$ cat config.mk
export PLATFORM = sky130hd
export DESIGN_NAME = uart_rx_frame
export DESIGN_NICKNAME = d
export VERILOG_FILES = /design/src/rtl/uart_rx_frame.sv
export SDC_FILE = /design/constraint.sdc
export NUM_CORES = 1
export LEC_CHECK = 0
export BUFFER_PORTS_ARGS = -buffer_cell sky130_fd_sc_hd__buf_2
export CAP_MARGIN = 20
export CELL_PAD_IN_SITES_DETAIL_PLACEMENT = 0
export CELL_PAD_IN_SITES_GLOBAL_PLACEMENT = 1
export CORE_ASPECT_RATIO = 0.9
export CORE_MARGIN = 2
export CORE_UTILIZATION = 34
export DETAILED_ROUTE_END_ITERATION = 10
export GPL_ROUTABILITY_DRIVEN = 0
export PLACE_DENSITY_LB_ADDON = 0.1
export SYNTH_ARGS = -nofsm -noshare
export SYNTH_HDL_FRONTEND = slang
export SYNTH_SLANG_ARGS = --single-unit
$ cat constraint.sdc
create_clock -name clock -period 2.6 [get_ports clock]
set_clock_uncertainty 0.15 [all_clocks]
set_input_delay 0.65 -clock clock [delete_from_list [all_inputs] [get_ports clock]]
set_output_delay 0.65 -clock clock [all_outputs]
set_load 0.05 [all_outputs]
$ cat src/rtl/uart_rx_frame.sv
// uart_rx_frame: UART receive framer that re-checks the start bit, shifts in DATA_BITS LSB-first and validates the stop bit.
module uart_rx_frame #(
   parameter int CLKS_PER_BIT = 16,
   parameter int DATA_BITS    = 8
) (
   input  logic                 clock,
   input  logic                 reset,
   input  logic                 rx_in,
   input  logic                 start_bit_detected,
   output logic [DATA_BITS-1:0] rx_data,
   output logic                 rx_valid,
   output logic                 framing_error,
   output logic                 busy
);
   localparam int CW = $clog2(CLKS_PER_BIT);
   localparam int IW = $clog2(DATA_BITS + 1);
   localparam logic [CW-1:0] HALF = CW'(CLKS_PER_BIT / 2 - 1);
   localparam logic [CW-1:0] LAST = CW'(CLKS_PER_BIT - 1);
   localparam logic [IW-1:0] IDX_LAST = IW'(DATA_BITS - 1);

   typedef enum logic [1:0] {IDLE, START, DATA, STOP} state_t;

   state_t               state, state_n;
   logic [CW-1:0]        bit_cnt, bit_cnt_n;
   logic [IW-1:0]        bit_idx, bit_idx_n;
   logic [DATA_BITS-1:0] shift, shift_n, rx_data_n;
   logic                 valid_n, ferr_n;

   assign busy = state != IDLE;

   always_ff @(posedge clock or posedge reset)
      if (reset) begin
         state         <= IDLE;
         bit_cnt       <= '0;
         bit_idx       <= '0;
         shift         <= '0;
         rx_data       <= '0;
         rx_valid      <= 1'b0;
         framing_error <= 1'b0;
      end else begin
         state         <= state_n;
         bit_cnt       <= bit_cnt_n;
         bit_idx       <= bit_idx_n;
         shift         <= shift_n;
         rx_data       <= rx_data_n;
         rx_valid      <= valid_n;
         framing_error <= ferr_n;
      end

   // Start re-check lands at mid-bit; every later sample is one full bit period on.
   always_comb begin
      state_n   = state;
      bit_cnt_n = bit_cnt + 1'b1;
      bit_idx_n = bit_idx;
      shift_n   = shift;
      rx_data_n = rx_data;
      valid_n   = 1'b0;
      ferr_n    = 1'b0;
      case (state)
         IDLE: begin
            bit_cnt_n = '0;
            state_n   = start_bit_detected ? START : IDLE;
         end
         START: if (bit_cnt == HALF) begin
            state_n   = rx_in ? IDLE : DATA;
            bit_cnt_n = '0;
            bit_idx_n = '0;
         end
         DATA: if (bit_cnt == LAST) begin
            shift_n   = {rx_in, shift[DATA_BITS-1:1]};
            bit_cnt_n = '0;
            bit_idx_n = bit_idx + 1'b1;
            state_n   = bit_idx == IDX_LAST ? STOP : DATA;
         end
         STOP: if (bit_cnt == LAST) begin
            state_n   = IDLE;
            bit_cnt_n = '0;
            valid_n   = rx_in;
            ferr_n    = !rx_in;
            rx_data_n = rx_in ? shift : rx_data;
         end
         default: state_n = IDLE;
      endcase
   end
endmodule

==> qor.csv, run 1 <==
metric,value,unit
status,finished clean,
VDD IR max,305.0,uV
port bufs,14,
Syn Inst Count,96,
die extent in y,61.75,um
dpl cells,150,
total wire length,2082,um
Resized cells post-CTS,0,
first-pass GRT wire length,3684,um
largest net degree at the start of global routing,29,
DIE AREA,4209,um2
syn avg cell area,13.12,um2
Worst R2R Path Depth,4,
Seq cells post-synth,28,
Antenna Nets Post-Route,0,
# Max-Cap Violations,0,
Post-synth ARST share,100.0,%
Synth area leader,dfrtp_1,
max-slew violations,0,
Final Instance Count excl. Fillers,153,
Setup-failing EPs final,0,
# IOs,15,
total number of vias,773,
post-detail-place hpwl,1374,um
clk slew on worst S/H paths,0.09,ns
clk_lat worst skew,0.27,ns
initial antenna violation count,0,
final worst-path cycle share,86.42,%
Critical Path Source Type,flip-flop,
Mapped Area,1260,um2
TritonRoute pass-1 iters,4,
part of the Yosys area used for sequential elements,55.61,%
ratio of cells with drive above 1 in the final layout,34.86,%
die span in x,68.17,um
Initial Util,36.49,%
Period minus WS final,2.247,ns
leak pwr,0.0006642,uW
Antenna Diode Count,0,
total power,1028,uW
# Post-CTS Setup Buffers,0,
H-tree levels,1,
hold_buf cts,0,
worst path required time,1.80,ns
vias in the first global route,757,
met3 WL post-DR,68,um
number of flops mapped to enable cells by yosys,0,
Worst Hold Class,in2async,
Layout Nets,117,
top post-synthesis cells by area,"dfrtp_1, mux2_2, buf_4",
floorplan core area,3453,um2
initial DRC count,48,
root buf cell,clkbuf_8,
Synth cell types,29,
Clock Path Buffers,2,
Synth Warn #,0,
area share of the largest cell type after synthesis,55.61,%
Layout Area Growth over Synthesis,10.53,%
Rows,20,
most frequent cell after synthesis,dfrtp_1,
DR vias/cell,5.052,
worst hold slack,0.2766,ns
Post-Syn Nets,102,
top sig layer,met4,
RSZ-0062 raised after global routing,no,
CP max stage cell,dfrtp_1,
Final Hold Viols,0,
Critical Path End Type,primary output,
DRT met1 WL,1085,um
Crit path largest cell delay,0.52,ns
Power Density,737.8,nW/um2
CP max FO,11,
TNS Setup,0,ns
crit-path cells,nor2_1 > inv_1 > buf_2,
CTS tree,yes,
TritonCTS Buffers,3,
fin util,40.33,%
clk sink count,28,
top_reg_cell synth,dfrtp_1,
worst slew pin tran,0.4543,ns
routed wl met2,906,um
Setup CP Type,reg2out,
relative slew slack,69.61,%
Global Route Usage Sum,11.98,%
GR Overflow Total,0,
max frequency,445.1,MHz
Post-synth top cells,"dfrtp_1, mux2_2, a21oi_1, buf_4, nor2_1",
post-DR wirelength/cell,13.61,um
DRC Markers,0,
crit path DAT,1.45,ns
-- layer usage --
layer | vias up | global-route usage, %
li1 | 382 | -
met1 | 377 | 17.36
met2 | 10 | 16.92
met3 | 4 | 3.784
met4 | 0 | 4.286
met5 | - | 0
-- final cells by class --
class	instances	area, um2
fillers	328	2061
multi-input cells	59	503.0
well taps	44	55.05
inverters	4	15.01
flip-flops and latches	28	700.7
clock buffers	3	41.29
repair buffers	15	77.57
-- layout by cell type (no fill, tap or decap), drive strengths merged, types with 3 or more instances in the layout --
master / synthesis / routed
dfrtp: 28 / 28
mux2: 16 / 16
buf: 5 / 15
a21oi: 5 / 5
nor2: 5 / 5
inv: 4 / 4
nor3: 4 / 4
nand3: 3 / 3
a311oi: 3 / 3
a41oi: 3 / 3
clkbuf: 0 / 3
-- flip-flops by register name (all words and copies together) (netlist names), named ones only --
| register | cells |
|---|---|
| rx_data | 8 |
| rx_valid | 1 |
| bit_idx | 4 |
| bit_cnt | 4 |
| state | 1 |
| framing_error | 1 |
| shift | 8 |
-- report_power, final --
group	total [uW]	switching, uW	internal (uW)
registers	578	98.0	480
clock network	229	125	104
logic	221	120	102
-- stage by stage --
stage / cell area, um2 / worst slack, ns
after floorplan: 1260 / 0.7854
after global placement: 1351 / 0.4923
after detailed placement: 1351 / 0.4577
after CTS: 1393 / 0.3426
after global routing: 1393 / 0.2373
final: 1393 / 0.3531
-- path summary, 6_finish.rpt --
check,slack (ns),endpoint,from
min in group clock,0.35,bit_cnt[0],bit_cnt[0]
min reg2reg,0.35,bit_cnt[0],bit_cnt[0]
min,0.28,rx_data[3],reset
max in group asynchronous,1.76,rx_data[5],reset
max,0.35,busy,flip-flop
max reg2reg,0.47,rx_data[4],bit_cnt[0]
-- critical path: cells and delay by family, from the launching register on --
kind / cells / cell delay (ns)
flops: 1 / 0.52
simple gates: 1 / 0.36
buf+inv: 2 / 0.29
-- kinds of logic (layout without fill, tap and decap cells) --
kind of cell | count (synthesis) | count (layout) | synth area share [%]
buf+inv | 9 | 22 | 4.468
mux | 17 | 17 | 15.09
simple gates | 20 | 20 | 11.32
fa+ha+maj | 2 | 2 | 1.986
flops | 28 | 28 | 55.61
compound gates | 18 | 18 | 10.13
xor+xnor | 2 | 2 | 1.391
Power figures use the tool's default switching activity.
==> run 2: changes to the inputs <==
==> constraint.sdc (replaced) <==
create_clock -name clock -period 2.6 [get_ports clock]
set_clock_uncertainty 0.15 [all_clocks]
set_input_delay 0.13 -clock clock [delete_from_list [all_inputs] [get_ports clock]]
set_output_delay 0.13 -clock clock [all_outputs]
set_load 0.05 [all_outputs]
==> run 2 against run 1 <==
  * Power increased by 1.1%
  * Worst hold slack better by 0.038 ns
  * Fmax is 19% higher
  * Cell count is 2.6% higher
  * Sequential share of layout area is 1.3 points lower
  * Critical path type is now reg2reg
  * Sequential power about the same
  * Critical path depth unchanged
  * Design area up 2.7%
  * Clock power down 2%
  * Highest routed layer unchanged
==> qor.csv, run 2 (synthesized netlist as in run 1, its figures left out) <==
metric,value,unit,change
status,finished clean,,unchanged
fin util,41.41,%,was 40.33%
TNS Setup,0,ns,unchanged
worst slew pin tran,0.4633,ns,was 0.4543 ns
Setup CP Type,reg2reg,,was reg2out
Rows,20,,unchanged
CP max FO,11,,unchanged
clk slew on worst S/H paths,0.09,ns,about the same
ratio of cells with drive above 1 in the final layout,34.51,%,was 34.86%
CP max stage cell,dfrtp_1,,unchanged
Top Registers,"rx_data (8), shift (8)",,unchanged
RSZ-0062 raised after global routing,no,,unchanged
initial DRC count,34,,was 48
worst path required time,2.61,ns,was 1.80 ns
# Post-CTS Setup Buffers,0,,unchanged
post-detail-place hpwl,1415,um,was 1374 um
post-DR wirelength/cell,13.32,um,was 13.61 um
H-tree levels,1,,unchanged
TritonCTS Buffers,3,,unchanged
root buf cell,clkbuf_8,,unchanged
total wire length,2091,um,was 2082 um
relative slew slack,69.01,%,was 69.61%
Period minus WS final,1.887,ns,was 2.247 ns
max frequency,530.0,MHz,was 445.1 MHz
initial antenna violation count,0,,unchanged
"most common cell after layout, fill and taps aside",dfrtp_1,,unchanged
Setup-failing EPs final,0,,unchanged
Global Route Usage Sum,11.61,%,was 11.98%
crit-path cells,nand4_4 > nor3_4 > mux2_2,,was nor2_1 > inv_1 > buf_2
Power Density,726.3,nW/um2,was 737.8 nW/um2
max-slew violations,0,,unchanged
Layout Nets,121,,was 117
Worst Hold Class,in2async,,unchanged
vias in the first global route,764,,was 757
DR vias/cell,5.006,,was 5.052
port bufs,14,,unchanged
die span in x,68.17,um,unchanged
Critical Path End Type,flip-flop,,was primary output
Clock Path Buffers,2,,unchanged
Final Hold Viols,0,,unchanged
cell area after layout,1430,um2,was 1393 um2
Antenna Diode Count,0,,unchanged
Critical Path Source Type,flip-flop,,unchanged
VDD IR max,409.0,uV,was 305.0 uV
TritonRoute pass-1 iters,4,,unchanged
DRC Markers,0,,unchanged
clk sink count,28,,unchanged
die extent in y,61.75,um,unchanged
Placed Area,1359,um2,was 1351 um2
# IOs,15,,unchanged
first-pass GRT wire length,3594,um,was 3684 um
clk_lat worst skew,0.26,ns,was 0.27 ns
crit path DAT,1.89,ns,was 1.45 ns
final worst-path cycle share,72.56,%,was 86.42%
Crit path largest cell delay,0.59,ns,was 0.52 ns
total number of vias,786,,was 773
Antenna Nets Post-Route,0,,unchanged
most frequent cells in the layout,"dfrtp_1, mux2_2, buf_2",,unchanged
Initial Util,36.49,%,unchanged
CTS tree,yes,,unchanged
# Max-Cap Violations,0,,unchanged
DIE AREA,4209,um2,unchanged
leak pwr,0.0006819,uW,was 0.0006642 uW
largest net degree at the start of global routing,29,,unchanged
GR Overflow Total,0,,unchanged
Layout Area Growth over Synthesis,13.51,%,was 10.53%
floorplan core area,3453,um2,unchanged
run 2: cell types whose count changed in the layout (fill, tap and decap cells not counted):
cell           change
buf_4              +1
dlygate4sd3_1      +3
run 2: critical path, delay by kind of cell (launching register included):
kind | cells | cell delay (ns)
flip-flops | 1 | 0.59
AND/OR/NAND/NOR | 2 | 0.65
multiplexers | 1 | 0.39
run 2: path summary, 6_finish.rpt:
path | start | endpoint | slack (ns) | cells after the start
max | bit_cnt[2] | rx_data[7] | 0.71 | 3
min | reset | rx_data[2] | 0.31 | 4
max reg2reg | bit_cnt[2] | rx_data[7] | 0.71 | 3
min reg2reg | bit_cnt[0] | bit_cnt[0] | 0.34 | 1
max in group asynchronous | reset | shift[3] | 1.73 | 4
min in group clock | bit_cnt[0] | bit_cnt[0] | 0.34 | 1
run 2: per-layer routing:
| metal | GRT usage, % | up-vias | part of all wire [%] |
|---|---|---|---|
| li1 | - | 394 | - |
| met1 | 15.70 | 378 | 52 |
| met2 | 18.03 | 12 | 44 |
| met3 | 3.784 | 2 | 3.4 |
| met4 | 3.429 | 0 | 0.72 |
| met5 | 0 | - | 0 |
run 2: report_power, final:
group	switching (uW)	leakage, uW	internal [uW]
Clock	121	0.0000216	104
Sequential	99.5	0.000378	479
Combinational	123	0.000282	112
run 2: repair_timing:
item | CTS | global route
hold endpoints to repair | 31 | 0
gates resized for setup | 0 | 0
hold buffers | 3 | 0
run 2: stage by stage:
stage | hold slack (ns) | setup slack, ns | cells | power (uW)
finish | 0.3141 | 0.7134 | 157 | 1039
global route | 0.3563 | 0.5798 | 157 | 1108
CTS | 0.3179 | 0.6681 | 157 | 1054
detailed placement | 0.06872 | 0.6952 | 151 | 819.1
global placement | 0.06670 | 0.7114 | 151 | 815.8
floorplan | 0.04541 | 0.9294 | 96 | 795.8
run 2: area by class of cell:
| class | instances | area, um2 |
|---|---|---|
| inverter | 4 | 15.01 |
| sequential | 28 | 700.7 |
| multi-input combinational | 59 | 503.0 |
| tap | 44 | 55.05 |
| timing repair buffer | 19 | 115.1 |
| fill | 340 | 2023 |
| clock buffer | 3 | 41.29 |
